File: config.mk
export PLATFORM = sky130hd
export DESIGN_NAME = ip_encoder
export DESIGN_NICKNAME = d
export VERILOG_FILES = /design/src/rtl/ip_encoder.sv
export SDC_FILE = /design/constraint.sdc
export NUM_CORES = 1
export LEC_CHECK = 0
export ABC_AREA = 1
export BUFFER_PORTS_ARGS = -buffer_cell sky130_fd_sc_hd__buf_2
export CORE_MARGIN = 10
export CORE_UTILIZATION = 53
export CTS_CLUSTER_SIZE = 20
export DETAILED_ROUTE_END_ITERATION = 10
export GPL_TIMING_DRIVEN = 1
export PLACE_DENSITY_LB_ADDON = 0.15
export SETUP_SLACK_MARGIN = 0.3
export SLEW_MARGIN = 5
export SYNTH_ARGS = -nofsm -noshare
export SYNTH_HDL_FRONTEND = slang
export SYNTH_SLANG_ARGS = --single-unit
File: constraint.sdc
create_clock -name clk -period 4.4 [get_ports clk]
set_input_delay 0.22 -clock clk [delete_from_list [all_inputs] [get_ports clk]]
set_output_delay 0.22 -clock clk [all_outputs]
set_load 0.02 [all_outputs]
File: src/rtl/ip_encoder.sv
// Transmit-side IPv4 header builder: latches header fields on start, computes the
// header checksum over three sum cycles plus a fold, then streams three 64-bit words.
module ip_encoder #(
    parameter bit AUTO_CHECKSUM = 1'b1
) (
    input  logic        clk,
    input  logic        rst,
    input  logic        start,
    input  logic [3:0]  version,
    input  logic [3:0]  headerLength,
    input  logic [7:0]  typeOfService,
    input  logic [15:0] totalLength,
    input  logic [15:0] identification,
    input  logic [2:0]  flags,
    input  logic [12:0] fragmentOffset,
    input  logic [7:0]  timeToLive,
    input  logic [7:0]  protocol,
    input  logic [15:0] headerChecksum,
    input  logic [31:0] srcIPAddress,
    input  logic [31:0] destIPAddress,
    output logic [63:0] dataOut,
    output logic        dataValid,
    input  logic        dataReady,
    output logic [6:0]  counterOut,
    output logic        busy,
    output logic        done
);

    typedef enum logic [2:0] {
        IDLE,
        SUM2,
        SUM3,
        SUM4,
        FOLD,
        SEND2,
        SEND3,
        SEND4
    } state_t;

    state_t      state;
    logic [63:0] w2Reg;
    logic [31:0] srcReg;
    logic [31:0] dstReg;
    logic [7:0]  ttlReg;
    logic [7:0]  protoReg;
    logic [15:0] hcReg;
    logic [19:0] acc;
    logic [15:0] checksum;
    logic [16:0] s1;
    logic [15:0] s2;

    function automatic logic [19:0] hsum4(input logic [63:0] w);
        return {4'b0, w[15:0]} + {4'b0, w[31:16]} + {4'b0, w[47:32]} + {4'b0, w[63:48]};
    endfunction

    // Two-step end-around-carry fold of the 20-bit accumulator.
    always_comb begin
        s1 = {1'b0, acc[15:0]} + {13'b0, acc[19:16]};
        s2 = s1[15:0] + {15'b0, s1[16]};
    end

    always_ff @(posedge clk) begin
        if (rst) begin
            state      <= IDLE;
            w2Reg      <= '0;
            srcReg     <= '0;
            dstReg     <= '0;
            ttlReg     <= '0;
            protoReg   <= '0;
            hcReg      <= '0;
            acc        <= '0;
            checksum   <= '0;
            dataOut    <= '0;
            dataValid  <= 1'b0;
            counterOut <= '0;
            busy       <= 1'b0;
            done       <= 1'b0;
        end else begin
            done <= 1'b0;
            case (state)
                IDLE: begin
                    if (start) begin
                        w2Reg    <= {fragmentOffset, flags, identification, totalLength,
                                     typeOfService, headerLength, version};
                        srcReg   <= srcIPAddress;
                        dstReg   <= destIPAddress;
                        ttlReg   <= timeToLive;
                        protoReg <= protocol;
                        hcReg    <= headerChecksum;
                        acc      <= '0;
                        busy     <= 1'b1;
                        state    <= SUM2;
                    end
                end
                SUM2: begin
                    acc   <= acc + hsum4(w2Reg);
                    state <= SUM3;
                end
                SUM3: begin
                    // Checksum field counts as zero while summing.
                    acc   <= acc + hsum4({srcReg, 16'h0000, protoReg, ttlReg});
                    state <= SUM4;
                end
                SUM4: begin
                    acc   <= acc + {4'b0, dstReg[15:0]} + {4'b0, dstReg[31:16]};
                    state <= FOLD;
                end
                FOLD: begin
                    checksum   <= AUTO_CHECKSUM ? ~s2 : hcReg;
                    dataOut    <= w2Reg;
                    dataValid  <= 1'b1;
                    counterOut <= 7'd2;
                    state      <= SEND2;
                end
                SEND2: begin
                    if (dataValid && dataReady) begin
                        dataOut    <= {srcReg, checksum, protoReg, ttlReg};
                        counterOut <= 7'd3;
                        state      <= SEND3;
                    end
                end
                SEND3: begin
                    if (dataValid && dataReady) begin
                        dataOut    <= {32'h0, dstReg};
                        counterOut <= 7'd4;
                        state      <= SEND4;
                    end
                end
                SEND4: begin
                    if (dataValid && dataReady) begin
                        dataOut    <= '0;
                        dataValid  <= 1'b0;
                        counterOut <= '0;
                        busy       <= 1'b0;
                        done       <= 1'b1;
                        state      <= IDLE;
                    end
                end
                default: state <= IDLE;
            endcase
        end
    end

endmodule

==> out/metrics.yaml <==
critical_path:
  crit_arrival_ns: 4.42
  cpPeakStageDelay_ns: 0.55
  cp-start-kind: "flop"
  crit_family: "adder cells"
  cp.required_ns: 4.85
  startpoint: "w2Reg[6]"
  r2r_slack_ns: 0.43
  reg2regPathDepth: 17
  path_common_cell: "inv_1"
  r2r_end: "acc[15]"
  crit_slowest_cell: "fa_1"
  crit_type: "flop to flop"
  reg2reg_from: "w2Reg[6]"
  path_max_fanout: 5
  worst-path-buf-inv: 4
  end_kind: "flop"
  worstPathCellList: "inv_1 > fa_1 > inv_1 > fa_1 > inv_1 > fa_1 > inv_1 > ha_1 > a21oi_1 > nand2_1 > nand2_1 > nand3_1 > a21oi_1 > xor2_1 > nor2_1 > nor2_1 > nor2_1"
  crit_path_end: "acc[15]"
  cp.depth: 17
clock_tree:
  cts_buffers: 28
  ctsRootBufferMaster: "clkbuf_16"
  cts_max_path_buffers: 3
  path_clk_slew_ns: 0.07
  cts.sinks: 253
  cts_setup_buffers: 0
  h-tree-depth: 1
  clk_latency_ns: 0.56
  cts_tree: "yes"
timing:
  setup_viol: 0
  period_share: 0.903
  slew_viol_final: 0
  layout_min_cycle_time_ns: 3.97
  fin_skew_ns: 0.0123
  fmax_ghz: 0.252
  rsz0062_at_grt: "true"
  slew_headroom: 0.339
  setup_tns_ns: 0
  final_hold_viol_count: 0
  worst_pin_slew_ns: 0.992
place:
  port_buffers: 217
  place_congestion: 0.994
  hpwl_mm: 50.4
hold_path:
  min_path_type: "input pin to flop"
die:
  die_x_um: 194
  pin_count: 238
  die_area_mm2: 0.0378
  initial_core_util: 0.541
  coreArea_mm2: 0.0298
  rows: 63
  die_h_um: 194
cells_and_area:
  finalNetCount: 2835
  syn_to_final_growth_pct: 19.9
  regArea_mm2: 0.00506
  fillers: 2566
  drive_gt1_frac: 0.131
  multiInputGateArea_mm2: 0.00921
route:
  drtIter0Drc: 1983
  post-route-drc-count: 0
  avgViaCountPerCell: 5.80
  avgRoutedWirePerCell_um: 22.9
  vias: 16900
  wl_mm: 67.0
  drtAntennaViolNets: 0
  first_pass_iters: 6
global_routing:
  grt_util_all_layers: 0.336
  grt_first_pass_wirelength_mm: 98.2
  grt_pass1_vias: 16200
  antenna_found_initial: 3
  grt_max_degree: 101
  grt-ovfl-total: 0
yosys:
  yosysWarnings: 0
  synth_edf_count: 0
  syn_avg_cell_area_um2: 7.20
  async_flop_share: 0
  syn_area_mm2: 0.0161
  synth_seq_cells: 253
  synth_cell_type_count: 45
  synth_ff_type: "dfxtp_1"
  synthCells: 2236
  ys_seq_area_frac: 0.314
status:
  outcome: "finished clean"
job:
  maxCapViolCount: 0
worst min path at each step:
stage / start / endpoint / depth (start not counted)
floorplan: dataReady / dataValid / 1
global placement: dataReady / dataValid / 2
detailed placement: dataReady / dataValid / 2
CTS: typeOfService[2] / w2Reg[10] / 3
global route: timeToLive[3] / ttlReg[3] / 3
finish: timeToLive[3] / ttlReg[3] / 3
cells in the mapped netlist, types with 2 or more instances:
library cell  number  share of area
nand2_1          398          0.093
inv_1            363          0.085
a21oi_1          295          0.092
dfxtp_1          253           0.31
o21ai_0          223          0.069
nor2_1           134          0.031
nand3_1          100          0.031
fa_1              97           0.12
ha_1              68          0.053
clkbuf_1          61          0.014
o22ai_1           54          0.021
buf_2             27         0.0084
o21ai_1           20         0.0062
a31oi_1           18         0.0070
nor3_1            12         0.0037
buf_4             10         0.0047
nand3b_1          10         0.0047
inv_2              9         0.0021
a22oi_1            8         0.0037
nand2_2            8         0.0031
or2_2              8         0.0031
nor2_2             6         0.0023
xor2_1             6         0.0033
o21bai_1           5         0.0023
xnor2_1            5         0.0027
and2_1             4         0.0016
nand3_2            4         0.0025
nor4_1             4         0.0016
o221ai_1           4         0.0022
a41oi_1            3         0.0016
buf_1              2        0.00047
nand2_4            2         0.0014
nand4_1            2        0.00078
nor2_4             2         0.0014
timing repair:
action / CTS / global route
endpoints found under the setup margin: 0 / 4
endpoints found under the hold margin: 101 / 0
hold buffers: 101 / 0
resized for setup: 0 / 3
cells by family (layout without fill, tap and decap cells):
| logic type | Yosys count | after routing | share of synthesized area |
|---|---|---|---|
| AOI/OAI and AO/OA | 636 | 636 | 0.208 |
| adders and majority gates | 165 | 165 | 0.173 |
| xor gates and xnor gates | 11 | 11 | 0.00598 |
| and+or+nand+nor | 696 | 696 | 0.182 |
| buffers and inverters | 474 | 762 | 0.116 |
| other | 1 | 9 | 0.000233 |
| DFF | 253 | 253 | 0.314 |
per-layer routing:
metal  up-vias  wire (um)  global-route usage
met5         -         34              0.0172
met4         2       4630               0.199
met3       209       6790              0.0690
met2      1035      29700               0.527
met1      7888      25900               0.418
li1       7803          -                   -
placed cells by master, fill, tap and decap left out, types with 5 or more instances in the layout:
master	n
nand3b_1	10
ha_1	67
clkinv_2	8
or2_2	8
buf_4	20
o21ai_1	20
diode_2	5
buf_2	217
nand3_1	100
a31oi_1	18
xor2_1	6
nand2_1	397
inv_2	8
nor2_1	133
clkbuf_16	29
nand2_2	9
nor2_2	7
o22ai_1	54
fa_1	97
dlygate4sd3_1	101
xnor2_1	5
nor3_1	12
o21ai_0	223
a21oi_1	295
inv_1	362
dfxtp_1	253
a22oi_1	8
clkbuf_8	5
cell type report:
class	count	area share
Clock inverter	13	0.00427
Timing Repair Buffer	338	0.116
Tap cell	390	0.0253
Clock buffer	38	0.0419
Multi-Input combinational cell	1512	0.476
Sequential cell	253	0.262
Antenna cell	5	0.000648
Inverter	373	0.0730
through the flow:
| stage | std cells | utilization | setup slack (ns) | hold WS (ns) | area [um2] |
|---|---|---|---|---|---|
| after floorplan | 2239 | - | 1.03 | 0.316 | 16100 |
| after global placement | 2765 | 0.584 | 0.560 | 0.421 | 17400 |
| after detailed placement | 2765 | 0.584 | 0.576 | 0.439 | 17400 |
| after CTS | 2917 | 0.648 | 0.524 | 0.000293 | 19300 |
| after global routing | 2920 | 0.648 | 0.281 | 0.0166 | 19300 |
| final | 2922 | 0.648 | 0.428 | 0.00115 | 19300 |
flip-flops by register name, indices dropped and copies added, names as in the netlist:
name	count
done	1
w2Reg	64
srcReg	32
dataOut	64
dataValid	1
dstReg	32
protoReg	8
busy	1
ttlReg	8
checksum	16
state	3
acc	20
counterOut	3
tightest hold or removal path, cell delays in order:
cell,delay [ns]
buf_2,0.08
o21ai_0,0.10
a21oi_1,0.13
Power is left out: the tool's default activity adds up to more than one toggle a clock period on the data nets, which glitch-free logic cannot reach.
